### config.mk
export PLATFORM = sky130hd
export DESIGN_NAME = front_panel_controller
export DESIGN_NICKNAME = d
export VERILOG_FILES = /design/src/rtl/front_panel_controller.sv
export SDC_FILE = /design/constraint.sdc
export NUM_CORES = 1
export LEC_CHECK = 0
export CAP_MARGIN = 20
export CORE_UTILIZATION = 40
export DETAILED_ROUTE_END_ITERATION = 6
export PLACE_DENSITY_LB_ADDON = 0.3
export SLEW_MARGIN = 15
export SYNTH_ARGS = -nofsm -noshare
export SYNTH_HDL_FRONTEND = slang
export SYNTH_SLANG_ARGS = --single-unit
### constraint.sdc
create_clock -name clk -period 6.6 [get_ports clk]
set_input_delay 0.66 -clock clk [delete_from_list [all_inputs] [get_ports clk]]
set_output_delay 0.66 -clock clk [all_outputs]
set_load 0.02 [all_outputs]
### src/rtl/front_panel_controller.sv
// Front-panel switch debouncer/decoder and lamp driver; codes pass an input register, then per-switch candidate/counter debounce.
// Optional macro FP_EDGE_PULSE_EN adds registered entry strobes for the three-position switches.
module front_panel_controller #(
   parameter int NUM_SW2         = 17,
   parameter int NUM_SW3         = 4,
   parameter int NUM_LEDS        = 36,
   parameter int DEBOUNCE_CYCLES = 4,
   parameter int POWER_SW_IDX    = 16
) (
   input  logic                  clk,
   input  logic                  reset,
   input  logic [2*NUM_SW2-1:0]  sw2_status,
   input  logic [2*NUM_SW3-1:0]  sw3_status,
   output logic [NUM_SW2-1:0]    sw2_state,
   output logic [NUM_SW3-1:0]    sw3_up,
   output logic [NUM_SW3-1:0]    sw3_down,
   output logic [NUM_SW3-1:0]    sw3_up_pulse,
   output logic [NUM_SW3-1:0]    sw3_down_pulse,
   input  logic [NUM_LEDS-1:0]   leds_in,
   output logic [NUM_LEDS-1:0]   leds_status,
   output logic                  panel_on
);

   localparam int NS = NUM_SW2 + NUM_SW3;
   localparam int CW = (DEBOUNCE_CYCLES < 2) ? 1 : $clog2(DEBOUNCE_CYCLES + 1);
   localparam logic [CW-1:0] CNT_MAX = CW'(DEBOUNCE_CYCLES);

   logic [2*NS-1:0]     raw_code;
   logic [2*NS-1:0]     code_q, code_d;
   logic [2*NS-1:0]     cand_q, cand_d;
   logic [CW-1:0]       cnt_q [NS];
   logic [CW-1:0]       cnt_d [NS];
   logic [NS-1:0]       accept;
   logic [2*NS-1:0]     acc_code;
   logic [NUM_SW2-1:0]  sw2_state_q, sw2_state_d;
   logic [NUM_SW3-1:0]  sw3_up_q, sw3_up_d;
   logic [NUM_SW3-1:0]  sw3_down_q, sw3_down_d;
   logic [NUM_LEDS-1:0] leds_q, leds_d;

   assign raw_code = {sw3_status, sw2_status};

   // The load cycle counts as the first matching cycle, so the counter holds matches beyond the first.
   always_comb begin
      code_d   = raw_code;
      cand_d   = cand_q;
      accept   = '0;
      acc_code = code_q;
      for (int i = 0; i < NS; i++) begin
         cnt_d[i] = cnt_q[i];
         if (DEBOUNCE_CYCLES == 0) begin
            accept[i]           = 1'b1;
            acc_code[2*i +: 2]  = raw_code[2*i +: 2];
            cnt_d[i]            = '0;
         end else if (code_q[2*i +: 2] != cand_q[2*i +: 2]) begin
            cand_d[2*i +: 2] = code_q[2*i +: 2];
            cnt_d[i]         = '0;
            accept[i]        = (DEBOUNCE_CYCLES == 1);
         end else begin
            if (cnt_q[i] != CNT_MAX)
               cnt_d[i] = cnt_q[i] + CW'(1);
            accept[i] = (int'(cnt_q[i]) + 2 >= DEBOUNCE_CYCLES);
         end
      end
   end

   always_comb begin
      sw2_state_d = sw2_state_q;
      sw3_up_d    = sw3_up_q;
      sw3_down_d  = sw3_down_q;
      for (int i = 0; i < NUM_SW2; i++) begin
         if (accept[i]) begin
            case (acc_code[2*i +: 2])
               2'd0:    sw2_state_d[i] = 1'b0;
               2'd1:    sw2_state_d[i] = 1'b1;
               default: ;
            endcase
         end
      end
      for (int j = 0; j < NUM_SW3; j++) begin
         if (accept[NUM_SW2 + j]) begin
            case (acc_code[2*(NUM_SW2 + j) +: 2])
               2'd0: begin sw3_up_d[j] = 1'b0; sw3_down_d[j] = 1'b0; end
               2'd1: begin sw3_up_d[j] = 1'b0; sw3_down_d[j] = 1'b1; end
               2'd2: begin sw3_up_d[j] = 1'b1; sw3_down_d[j] = 1'b0; end
               default: ;
            endcase
         end
      end
   end

   assign panel_on = ~sw2_state_q[POWER_SW_IDX];
   assign leds_d   = panel_on ? leds_in : '0;

   always_ff @(posedge clk or posedge reset) begin
      if (reset) begin
         code_q      <= '0;
         cand_q      <= '0;
         sw2_state_q <= '0;
         sw3_up_q    <= '0;
         sw3_down_q  <= '0;
         leds_q      <= '0;
         for (int i = 0; i < NS; i++) cnt_q[i] <= '0;
      end else begin
         code_q      <= code_d;
         cand_q      <= cand_d;
         sw2_state_q <= sw2_state_d;
         sw3_up_q    <= sw3_up_d;
         sw3_down_q  <= sw3_down_d;
         leds_q      <= leds_d;
         for (int i = 0; i < NS; i++) cnt_q[i] <= cnt_d[i];
      end
   end

   assign sw2_state   = sw2_state_q;
   assign sw3_up      = sw3_up_q;
   assign sw3_down    = sw3_down_q;
   assign leds_status = leds_q;

`ifdef FP_EDGE_PULSE_EN
   logic                armed_q, armed_d;
   logic [NUM_SW3-1:0]  up_pulse_q, up_pulse_d;
   logic [NUM_SW3-1:0]  down_pulse_q, down_pulse_d;

   // armed_q suppresses any strobe on the first cycle out of reset.
   always_comb begin
      armed_d      = 1'b1;
      up_pulse_d   = {NUM_SW3{armed_q}} & sw3_up_d & ~sw3_up_q;
      down_pulse_d = {NUM_SW3{armed_q}} & sw3_down_d & ~sw3_down_q;
   end

   always_ff @(posedge clk or posedge reset) begin
      if (reset) begin
         armed_q      <= 1'b0;
         up_pulse_q   <= '0;
         down_pulse_q <= '0;
      end else begin
         armed_q      <= armed_d;
         up_pulse_q   <= up_pulse_d;
         down_pulse_q <= down_pulse_d;
      end
   end

   assign sw3_up_pulse   = up_pulse_q;
   assign sw3_down_pulse = down_pulse_q;
`else
   assign sw3_up_pulse   = '0;
   assign sw3_down_pulse = '0;
`endif

endmodule

### Word-level counts from Yosys, hierarchy flattened

Index checks and enable logic that the tools add are counted.

* add/sub/neg operators: 42
* $mul: 0
* divide/modulo/power cells: 0
* $lt $le $gt $ge: 21
* eq/ne operators: 67
* shifts and indexed selects: 0
* multiplexer cells: 89
* bitwise logic cells: 1
* reduce and logical (&&, ||, !) cells: 100

Operators with widths (count)
* 2-to-1 mux 3 bit: 42
* nonzero test 2 bit: 46
* adder 3 x 2 -> 4 bit, second input constant: 21
* >= comparator 4 x 3 -> 1 bit, second input constant: 21
* adder 3 x 1 -> 3 bit, second input constant: 21
* != test 3 bit, second input constant: 21
* one-hot mux 1 bit (2 select lines): 25
* AND reduction 2 bit: 25
* equality test 2 x 1 -> 1 bit, second input constant: 21
* logical NOT 2 bit: 21
* != test 2 bit: 21
* 2-to-1 mux 36 bit: 1
* 2-to-1 mux 1 bit: 21
* OR reduction 2 bit: 8
* equality test 2 bit, second input constant: 4
* inverter 1 bit: 1

* bits in registers: 208
* bits in latches: 0
* RAM bits: 0
* ROM bits: 0
* input port bits: 80
* output and inout bits: 70
* logic and storage cells: 389
* memories: 0

### Longest topological paths before layout

Gate-level depths: netlist (run 1).

* word-level depth: 4
* gate-level depth with buffers: 5

### Worst setup path after synthesis (run 1)

OpenSTA, ideal clock, no wires.

* path type: register to output
* from: register sw2_state_q[16], in the netlist sw2_state[16]
* to: output port panel_on
* arrival time: 908 ps
* required time: 5940 ps
* setup slack: 5032 ps
* cell stages (with the launch flop): 3
* buffers on the path: 1
* path through: dfrtp_1 > clkbuf_1 > inv_1

* cells in the longest elaborated chain, start to end: 1

Ends and longest elaborated chain
* start, declared: line 35 `logic [NUM_SW2-1:0] sw2_state_q, sw2_state_d;`
* start signal, assigned: line 106 `sw2_state_q <= sw2_state_d;`
* inverter 1 bit: line 91 `assign panel_on = ~sw2_state_q[POWER_SW_IDX];`
* end, declared: line 21 `output logic panel_on`

Every way passes these cells.

### Final worst setup path (run 1)

* from: register sw2_state_q[16], in the netlist sw2_state[16]
* to: output port sw2_state[16]

RTL lines
* end, declared: line 14 `output logic [NUM_SW2-1:0] sw2_state,`

No word-level cell between the ends.

==> run_results.csv, run 1 <==
group,metric,value,unit
status,status,"complete, no violations",
setup_path,r2r_slack,5.05,ns
drt,routed_wl,14690,µm
drt,ant_nets,0,
floorplanning,start_util,41.05,%
sta,fin_crit,2.977,ns
power,internal_power,0.002210,W
setup_path,path_depth,2,
global_route,grt_usage,14.05,%
yosys,syn_inst,808,
clocking,clock_latency,0.49,ns
final_layout,layout_common_cells,"dfrtp_1 (208), clkdlybuf4s50_1 (141), nand2_1 (93)",
sta,max_freq,335.9,MHz
power,irDropWorstVdd,0.1572,mV
floorplanning,die_y,149.1,µm
setup_path,reg2regPathDepth,2,
global_route,grt_overflow,0,
yosys,async_reset_ff_share,100.0,%
sta,hold_violations,0,
yosys,synth_edf_count,0,
placement,hpwlAfterDp,10280,µm
yosys,yosysWarnings,0,
clocking,post_cts_resized,0,
min_path,min_path_type,"reg2reg",
power,p_leak,4.634,nW
clocking,cts_hold_buf,0,
clocking,tritoncts.num_buffers,23,
sta,skew,0.009812,ns
setup_path,cp-start-kind,"flip-flop",
sta,fin_ws,3.623,ns
setup_path,cp-end-kind,"output pin",
clocking,htreeDepth,1,
drt,first_iter_violations,226,
sta,rsz0062_at_grt,"false",
global_route,grt_max_degree,147,
global_route,antenna_found_initial,0,
final_layout,multi_input_area,3079,µm²
floorplanning,ios,150,
clocking,post-cts-setup-buffers,0,
drt,avgViaCountPerCell,4.674,
yosys,synth_seq_cells,208,
floorplanning,rows,53,
setup_path,path_class,"reg2out",
setup_path,slowest_delay,0.83,ns
setup_path,crit_chain,"buf_4 > clkdlybuf4s50_1",
final_layout,syn_to_final_growth,26.83,%
floorplanning,fp.dieArea,22230,µm²
setup_path,cp_top_family,"buffers and inverters",
setup_path,critPathArrivalTime,2.32,ns
drt,routedWlPerCell,12.03,µm
final_layout,diodes,0,
placement,dp.cells,1179,
final_layout,layout_commonest_cell,"dfrtp_1",
setup_path,r2r_end,"leds_status[0]",
placement,io_buffers,141,
final_layout,drive_above_1_share,5.180,%
drt,vias,5707,
global_route,grt_pass1_vias,5718,
power,swShare,22.58,%
power,netSwitchingPower,0.0006446,W
setup_path,crit_slowest_cell,"dfrtp_1",
drt,drcViolationCount,0,
floorplanning,fp.dieW,149.1,µm
power,total_power,0.002854,W
power,pwr-share-clk,43.5,%
power,seqPwrFrac,48.4,%
sta,maxSlewViolCount,0,
final_layout,seq_area,5205,µm²
final_layout,fill_cells,1878,
yosys,synth_seq_area_share,60.13,%
placement,placed_cell_area,10230,µm²
yosys,synth.avg_cell_area,10.71,µm²
setup_path,crit_required,5.94,ns
sta,max_slew_margin,34.42,%
yosys,ys.flop_type,"dfrtp_1",
floorplanning,core,21090,µm²
sta,finalSetupViolCount,0,
sta,worst_slew_pin_slew,0.9836,ns
power,p_per_area,260.0,nW/µm²
power,power.share.combinational,8.1,%
final_layout,final_cell_area,10980,µm²
sta,setup-tns-final,0,ns
setup_path,critPathBufInv,2,
flow_run,cap_violations,0,
final_layout,layout.cells.non_filler,1221,
global_route,grt_pass1_wl,25720,µm
clocking,cts_buffer_depth,3,
drt,first_pass_iters,4,
sta,min_period_over_period,45.10,%
min_path,min_to,"cand_q[29]",
clocking,clk_pin_slew,0.06,ns
yosys,yosys.cell_types.count,26,
yosys,syn_area,8656,µm²
clocking,cts_tree,"built",
clocking,cts_sinks,208,
setup_path,reg2reg_from,"sw2_state[16]",
min_path,hp-start,"acc_code[29]",
final_layout,final_nets,1051,
min_path,hold_depth,0,
placement,pre_cts_ws,3.758,ns
setup_path,cp_max_fo,21,
placement,gp_congestion,0.7906,
clocking,root_buffer,"clkbuf_16",
-- cell families (layout without fill, tap and decap cells) --
kind of cell               after synthesis  count (layout)  share of synthesized area (%)
AOI/OAI and AO/OA                       83              83                          5.637
buffers and inverters                   98             229                          4.597
and+or+nand+nor                        325             325                          18.36
xor gates and xnor gates                51              51                          5.160
other                                    1               8                        0.04332
adders and majority gates               42              42                          6.071
DFF                                    208             208                          60.13
-- cells in the mapped netlist, types with 5 or more instances --
cell type	n	area (µm²)
o31ai_1	17	127.6
nor2b_1	31	193.9
xnor2_1	47	411.6
nand3_1	42	210.2
and2_1	5	31.28
nor2_1	92	345.3
dfrtp_1	208	5205
nand2_1	93	349.1
ha_1	42	525.5
o21ai_0	37	185.2
and2b_1	9	67.56
or4_1	13	97.59
a21oi_1	21	105.1
clkbuf_1	46	172.7
buf_4	8	60.06
nor3_1	17	85.08
inv_1	44	165.2
nand4b_1	8	70.07
-- how the worst max path moves through the flow --
stage,from,to
6_report,sw2_state[16],sw2_state[16]
5_1_grt,sw2_state[16],sw2_state[16]
4_1_cts,sw2_state[16],sw2_state[16]
3_5_place_dp,reset,sw3_down[0]
3_3_place_gp,reset,sw3_down[0]
2_1_floorplan,reset,acc_code[0]
-- power by group through the flow --
| stage | clock network [W] | logic (W) | registers, W |
|---|---|---|---|
| after floorplan | 0 | 0.000155 | 0.00140 |
| after global placement | 0 | 0.000230 | 0.00140 |
| after detailed placement | 0 | 0.000236 | 0.00141 |
| after CTS | 0.00129 | 0.000237 | 0.00138 |
| after global routing | 0.00133 | 0.000268 | 0.00139 |
| final | 0.00124 | 0.000232 | 0.00138 |
-- area by class of cell --
cell class / count / share of cell area [%]
Inverter: 44 / 1.573
Clock inverter: 4 / 0.4445
Multi-Input combinational cell: 509 / 28.05
Sequential cell: 208 / 47.41
Tap cell: 275 / 3.134
Clock buffer: 38 / 6.394
Timing Repair Buffer: 143 / 12.99
-- metrics by stage --
| stage | utilization (%) | hold slack, ns |
|---|---|---|
| 2_1_floorplan | - | 0.4654 |
| 3_3_place_gp | 48.50 | 0.4047 |
| 3_5_place_dp | 48.50 | 0.4105 |
| 4_1_cts | 52.06 | 0.4196 |
| 5_1_grt | 52.06 | 0.4352 |
| 6_report | 52.06 | 0.4165 |
-- flip-flops by register name, indices dropped and copies added, names as in the netlist --
signal / flops
acc_code: 42
cand_q: 42
sw2_state: 17
sw3_up: 4
sw3_down: 4
leds_status: 36
cnt_q: 63
-- metal layers --
metal	vias to the layer above	routed length, µm	global-route usage, %
li1	2851	-	-
met1	2723	6554	18.07
met2	108	6856	22.86
met3	25	959	4.404
met4	0	314	3.776
met5	-	0	0
(Power assumes the default switching activity.)
==> inputs of run 2 (changes only) <==
==> constraint.sdc (replaced) <==
create_clock -name clk -period 2.8 [get_ports clk]
set_input_delay 0.28 -clock clk [delete_from_list [all_inputs] [get_ports clk]]
set_output_delay 0.28 -clock clk [all_outputs]
set_load 0.02 [all_outputs]
==> run_results.csv, run 2 (synthesis gave the netlist of run 1 again) <==
group,metric,value,unit
setup_path,critPathArrivalTime,1.56,ns
clocking,root_buffer,"clkbuf_16",
final_layout,diodes,0,
global_route,antenna_found_initial,0,
final_layout,final_cell_area,11040,µm²
floorplanning,core,21090,µm²
sta,max_slew_margin,50.84,%
setup_path,crit_slowest_cell,"clkdlybuf4s50_1",
clocking,cts_hold_buf,0,
floorplanning,rows,53,
global_route,grt_util_met1,18.73,%
placement,gp_congestion,0.7725,
final_layout,layout_common_cells,"dfrtp_1 (208), clkdlybuf4s50_1 (141), nand2_1 (93)",
clocking,tritoncts.num_buffers,23,
global_route,grt_pass1_vias,5647,
setup_path,path_class,"reg2out",
final_layout,drive_above_1_share,6.289,%
min_path,min_path_type,"in2reg",
drt,routedWlPerCell,12.14,µm
final_layout,syn_to_final_growth,27.51,%
setup_path,cp_max_fo,3,
sta,holdWs,0.2054,ns
placement,hpwlAfterDp,10600,µm
sta,skew,0.01660,ns
clocking,post_cts_resized,0,
clocking,cts_buffer_depth,3,
final_layout,layout_commonest_cell,"dfrtp_1",
global_route,grt_pass1_wl,25760,µm
placement,dp.cells,1187,
drt,drcViolationCount,0,
final_layout,largest_register_ffs,63,
drt,ant_nets,0,
floorplanning,ios,150,
placement,placed_cell_area,10310,µm²
sta,fin_crit,1.837,ns
sta,finalSetupViolCount,0,
flow_run,cap_violations,0,
placement,io_buffers,141,
clocking,cts_sinks,208,
drt,avgViaCountPerCell,4.697,
setup_path,cp-start-kind,"flip-flop",
sta,hold_violations,0,
floorplanning,start_util,41.05,%
sta,rsz0062_at_grt,"false",
clocking,post-cts-setup-buffers,0,
global_route,grt_max_degree,50,
setup_path,cp-end-kind,"output pin",
floorplanning,fp.dieArea,22230,µm²
global_route,top_usage_layer,"met2",
floorplanning,fp.dieW,149.1,µm
drt,routed_wl,14920,µm
clocking,clock_latency,0.50,ns
global_route,grt_overflow,0,
clocking,cts_tree,"built",
sta,maxSlewViolCount,0,
global_route,grt_usage,14.23,%
final_layout,layout.cells.non_filler,1229,
clocking,clk_pin_slew,0.06,ns
power,p_per_area,605.3,nW/µm²
power,irDropWorstVdd,0.4298,mV
sta,max_freq,544.2,MHz
clocking,htreeDepth,1,
status,status,"complete, no violations",
setup_path,crit_chain,"inv_1 > clkdlybuf4s50_1",
power,p_leak,4.674,nW
setup_path,crit_required,2.52,ns
final_layout,final_nets,1059,
final_layout,final_core_util,52.34,%
drt,vias,5772,
global_route,use_met2,22.02,%
drt,first_pass_iters,6,
drt,first_iter_violations,237,
global_route,met3_usage,5.107,%
floorplanning,die_y,149.1,µm
final_layout,top_register,"cnt_q",
sta,min_period_over_period,65.62,%
setup_path,slowest_delay,0.59,ns
sta,worst_slew_pin_slew,0.7358,ns
[run 2: cell types whose count changed in the layout (fill, tap and decap cells not counted)]
cell        previous run  this run
buf_12                 0         2
buf_4                  2         8
clkbuf_1               8         5
clkbuf_8               7         4
clkinv_2               2         8
clkinvlp_4             0         1
inv_8                  1         0
[run 2: power breakdown]
part	switching (W)	internal, W	total, W
registers	0.000125	0.00313	0.00326
logic	0.000269	0.000292	0.000561
clock network	0.00115	0.00171	0.00286
total	0.00155	0.00513	0.00668
[run 2: final cells by class]
class / count / area (µm²)
clock inverter: 10 / 78.83
inverter: 44 / 168.9
sequential: 208 / 5205
clock buffer: 32 / 649.4
multi-input combinational: 509 / 3079
tap: 275 / 344.1
timing repair buffer: 151 / 1511
fill: 1823 / 10050
[run 2: path summary, 6_finish.rpt]
| check | slack [ns] | cells after the start | start | to |
|---|---|---|---|---|
| max in group asynchronous | 1.83 | 3 | reset | sw2_state[16] |
| hold reg to reg | 0.42 | 0 | acc_code[27] | cand_q[27] |
| min in group asynchronous | 0.27 | 2 | reset | sw2_state[15] |
| setup / recovery | 0.96 | 2 | sw2_state[16] | panel_on |
| hold / removal | 0.21 | 1 | sw2_status[22] | acc_code[22] |
| setup reg to reg | 1.54 | 3 | acc_code[37] | cnt_q[8] |
[run 2: metrics by stage]
step | setup WS, ns | total power, W | TNS [ns]
2_1_floorplan | -0.1802 | 0.003664 | -37.49
3_3_place_gp | 1.222 | 0.003865 | 0
3_5_place_dp | 1.252 | 0.003882 | 0
4_1_cts | 0.9306 | 0.006800 | 0
5_1_grt | 0.9208 | 0.007020 | 0
6_report | 0.9625 | 0.006681 | 0
[run 2: routing by layer]
layer	share of wire [%]	up-vias	wire, µm
li1	-	2874	-
met5	0	-	0
met1	46	2739	6871
met4	2.6	0	385
met3	8.1	24	1206
met2	43	135	6460
[run 2: critical path, delay by kind of cell, from the launching register on]
kind | cells | cell delay [ns]
flops | 1 | 0.40
buf+inv | 2 | 0.65
==> inputs of run 3 (changes only) <==
==> constraint.sdc (replaced) <==
create_clock -name clk -period 1.5 [get_ports clk]
set_input_delay 0.15 -clock clk [delete_from_list [all_inputs] [get_ports clk]]
set_output_delay 0.15 -clock clk [all_outputs]
set_load 0.02 [all_outputs]
==> run_results.csv, run 3 (synthesis gave the netlist of run 1 again) <==
group,metric,value,unit
setup_path,cp-start-kind,"flip-flop",
setup_path,cp_max_fo,3,
sta,hold_violations,0,
sta,fin_ws,0.06973,ns
power,p_per_area,1131,nW/µm²
floorplanning,fp.dieArea,22230,µm²
final_layout,layout.cells.non_filler,1228,
floorplanning,die_y,149.1,µm
sta,finalSetupViolCount,0,
setup_path,crit_end,"panel_on",
floorplanning,ios,150,
drt,vias,5779,
setup_path,path_depth,2,
setup_path,reg2regPathDepth,3,
setup_path,crit_required,1.35,ns
sta,rsz0062_at_grt,"false",
placement,dp.cells,1187,
setup_path,path_class,"reg2out",
sta,maxSlewViolCount,0,
clocking,clock_latency,0.50,ns
final_layout,largest_register_ffs,63,
clocking,cts_tree,"built",
floorplanning,fp.dieW,149.1,µm
sta,max_freq,699.2,MHz
sta,fin_crit,1.430,ns
power,power.share.combinational,8.5,%
final_layout,layout_common_cells,"dfrtp_1 (208), nand2_1 (93), nor2_1 (92)",
setup_path,crit_slowest_cell,"dfrtp_1",
drt,first_iter_violations,174,
power,swShare,22.93,%
final_layout,top_register,"cnt_q",
global_route,grt_overflow,0,
drt,ant_nets,0,
setup_path,slowest_delay,0.40,ns
flow_run,cap_violations,0,
power,netSwitchingPower,0.002854,W
global_route,grt_usage,14.26,%
power,p_leak,4.807,nW
clocking,cts_sinks,208,
power,irDropWorstVdd,0.6768,mV
power,internal_power,0.009590,W
setup_path,r2r_end,"cnt_q[11]",
global_route,antenna_found_initial,0,
floorplanning,core,21090,µm²
floorplanning,rows,53,
placement,hpwlAfterDp,10700,µm
global_route,grt_pass1_vias,5881,
drt,routed_wl,14790,µm
setup_path,crit_chain,"inv_1 > dlygate4sd2_1",
drt,avgViaCountPerCell,4.706,
final_layout,fill_cells,1910,
placement,pre_cts_ws,0.2554,ns
final_layout,drive_above_1_share,5.876,%
final_layout,syn_to_final_growth,27.09,%
clocking,root_buffer,"clkbuf_16",
final_layout,diodes,0,
placement,gp_congestion,0.7943,
placement,io_buffers,141,
power,pwr-share-clk,42.7,%
drt,first_pass_iters,4,
clocking,clk_pin_slew,0.06,ns
power,seqPwrFrac,48.8,%
setup_path,critPathArrivalTime,1.28,ns
setup_path,cp_top_family,"flip-flops",
final_layout,final_nets,1059,
global_route,grt_pass1_wl,26080,µm
sta,skew,0.006134,ns
clocking,cts_buffer_depth,3,
clocking,tritoncts.num_buffers,23,
global_route,grt_max_degree,42,
setup_path,reg2reg_from,"acc_code[35]",
setup_path,critPathBufInv,2,
status,status,"complete, no violations",
drt,routedWlPerCell,12.04,µm
min_path,min_path_type,"in2async",
clocking,htreeDepth,1,
setup_path,setup.worst_path.start,"sw2_state[16]",
drt,drcViolationCount,0,
sta,min_period_over_period,95.35,%
setup_path,cp-end-kind,"output pin",
setup_path,r2r_slack,0.25,ns
final_layout,layout_commonest_cell,"dfrtp_1",
floorplanning,start_util,41.05,%
==> run 3: cell types whose count changed in the layout (fill, tap and decap cells not counted) <==
cell,delta
buf_12,+4
buf_4,-4
clkdlybuf4s50_1,-62
clkinv_2,-4
dlygate4sd2_1,+62
clkbuf_1,+3
==> run 3: through the flow <==
stage	hold WS [ns]	setup TNS (ns)	area, µm²	total power, W	utilization [%]
detailed placement	0.4079	0	10360	0.007266	49.12
floorplan	0.1814	-280.85	8686	0.006840	-
finish	0.05088	0	11000	0.01244	52.17
CTS	0.03164	0	11000	0.01269	52.17
global placement	0.4058	0	10360	0.007232	49.12
global route	0.05155	0	11000	0.01308	52.17
==> run 3: tightest hold or removal path, delay by kind of cell <==
| family | cells | cell delay [ns] |
|---|---|---|
| buf+inv | 3 | 0.74 |
==> run 3: final cells by class <==
type	count	area, µm²	area share, %
timing repair buffer	151	1484	13.49
multi-input combinational	509	3079	27.99
clock buffer	35	660.6	6.005
inverter	44	168.9	1.535
sequential	208	5205	47.32
tap	275	344.1	3.128
clock inverter	6	58.81	0.5346
==> run 3: power by group through the flow <==
stage | logic [W] | clock network (W) | registers (W)
finish | 0.00105 | 0.00532 | 0.00608
global route | 0.00121 | 0.00575 | 0.00612
global placement | 0.00106 | 0 | 0.00617
CTS | 0.00108 | 0.00553 | 0.00608
detailed placement | 0.00109 | 0 | 0.00618
floorplan | 0.000685 | 0 | 0.00615
==> run 3: repair_timing <==
item | CTS | global route
hold buffers | 0 | 0
setup endpoints to repair | 62 | 0
buffers inserted | 0 | 0
resized for setup | 62 | 0
==> run 3: how the worst min path moves through the flow <==
stage	cells past startpoint	endpoint
2_1_floorplan	0	acc_code[0]
3_3_place_gp	0	cand_q[27]
3_5_place_dp	0	cand_q[25]
4_1_cts	3	cnt_q[49]
5_1_grt	3	cnt_q[49]
6_report	3	cnt_q[49]
==> run 3: per-layer routing <==
layer / track usage (%) / wire length [µm]
met1: 16.96 / 6412
met2: 24.05 / 6794
met3: 5.260 / 1213
met4: 4.133 / 365
met5: 0 / 0
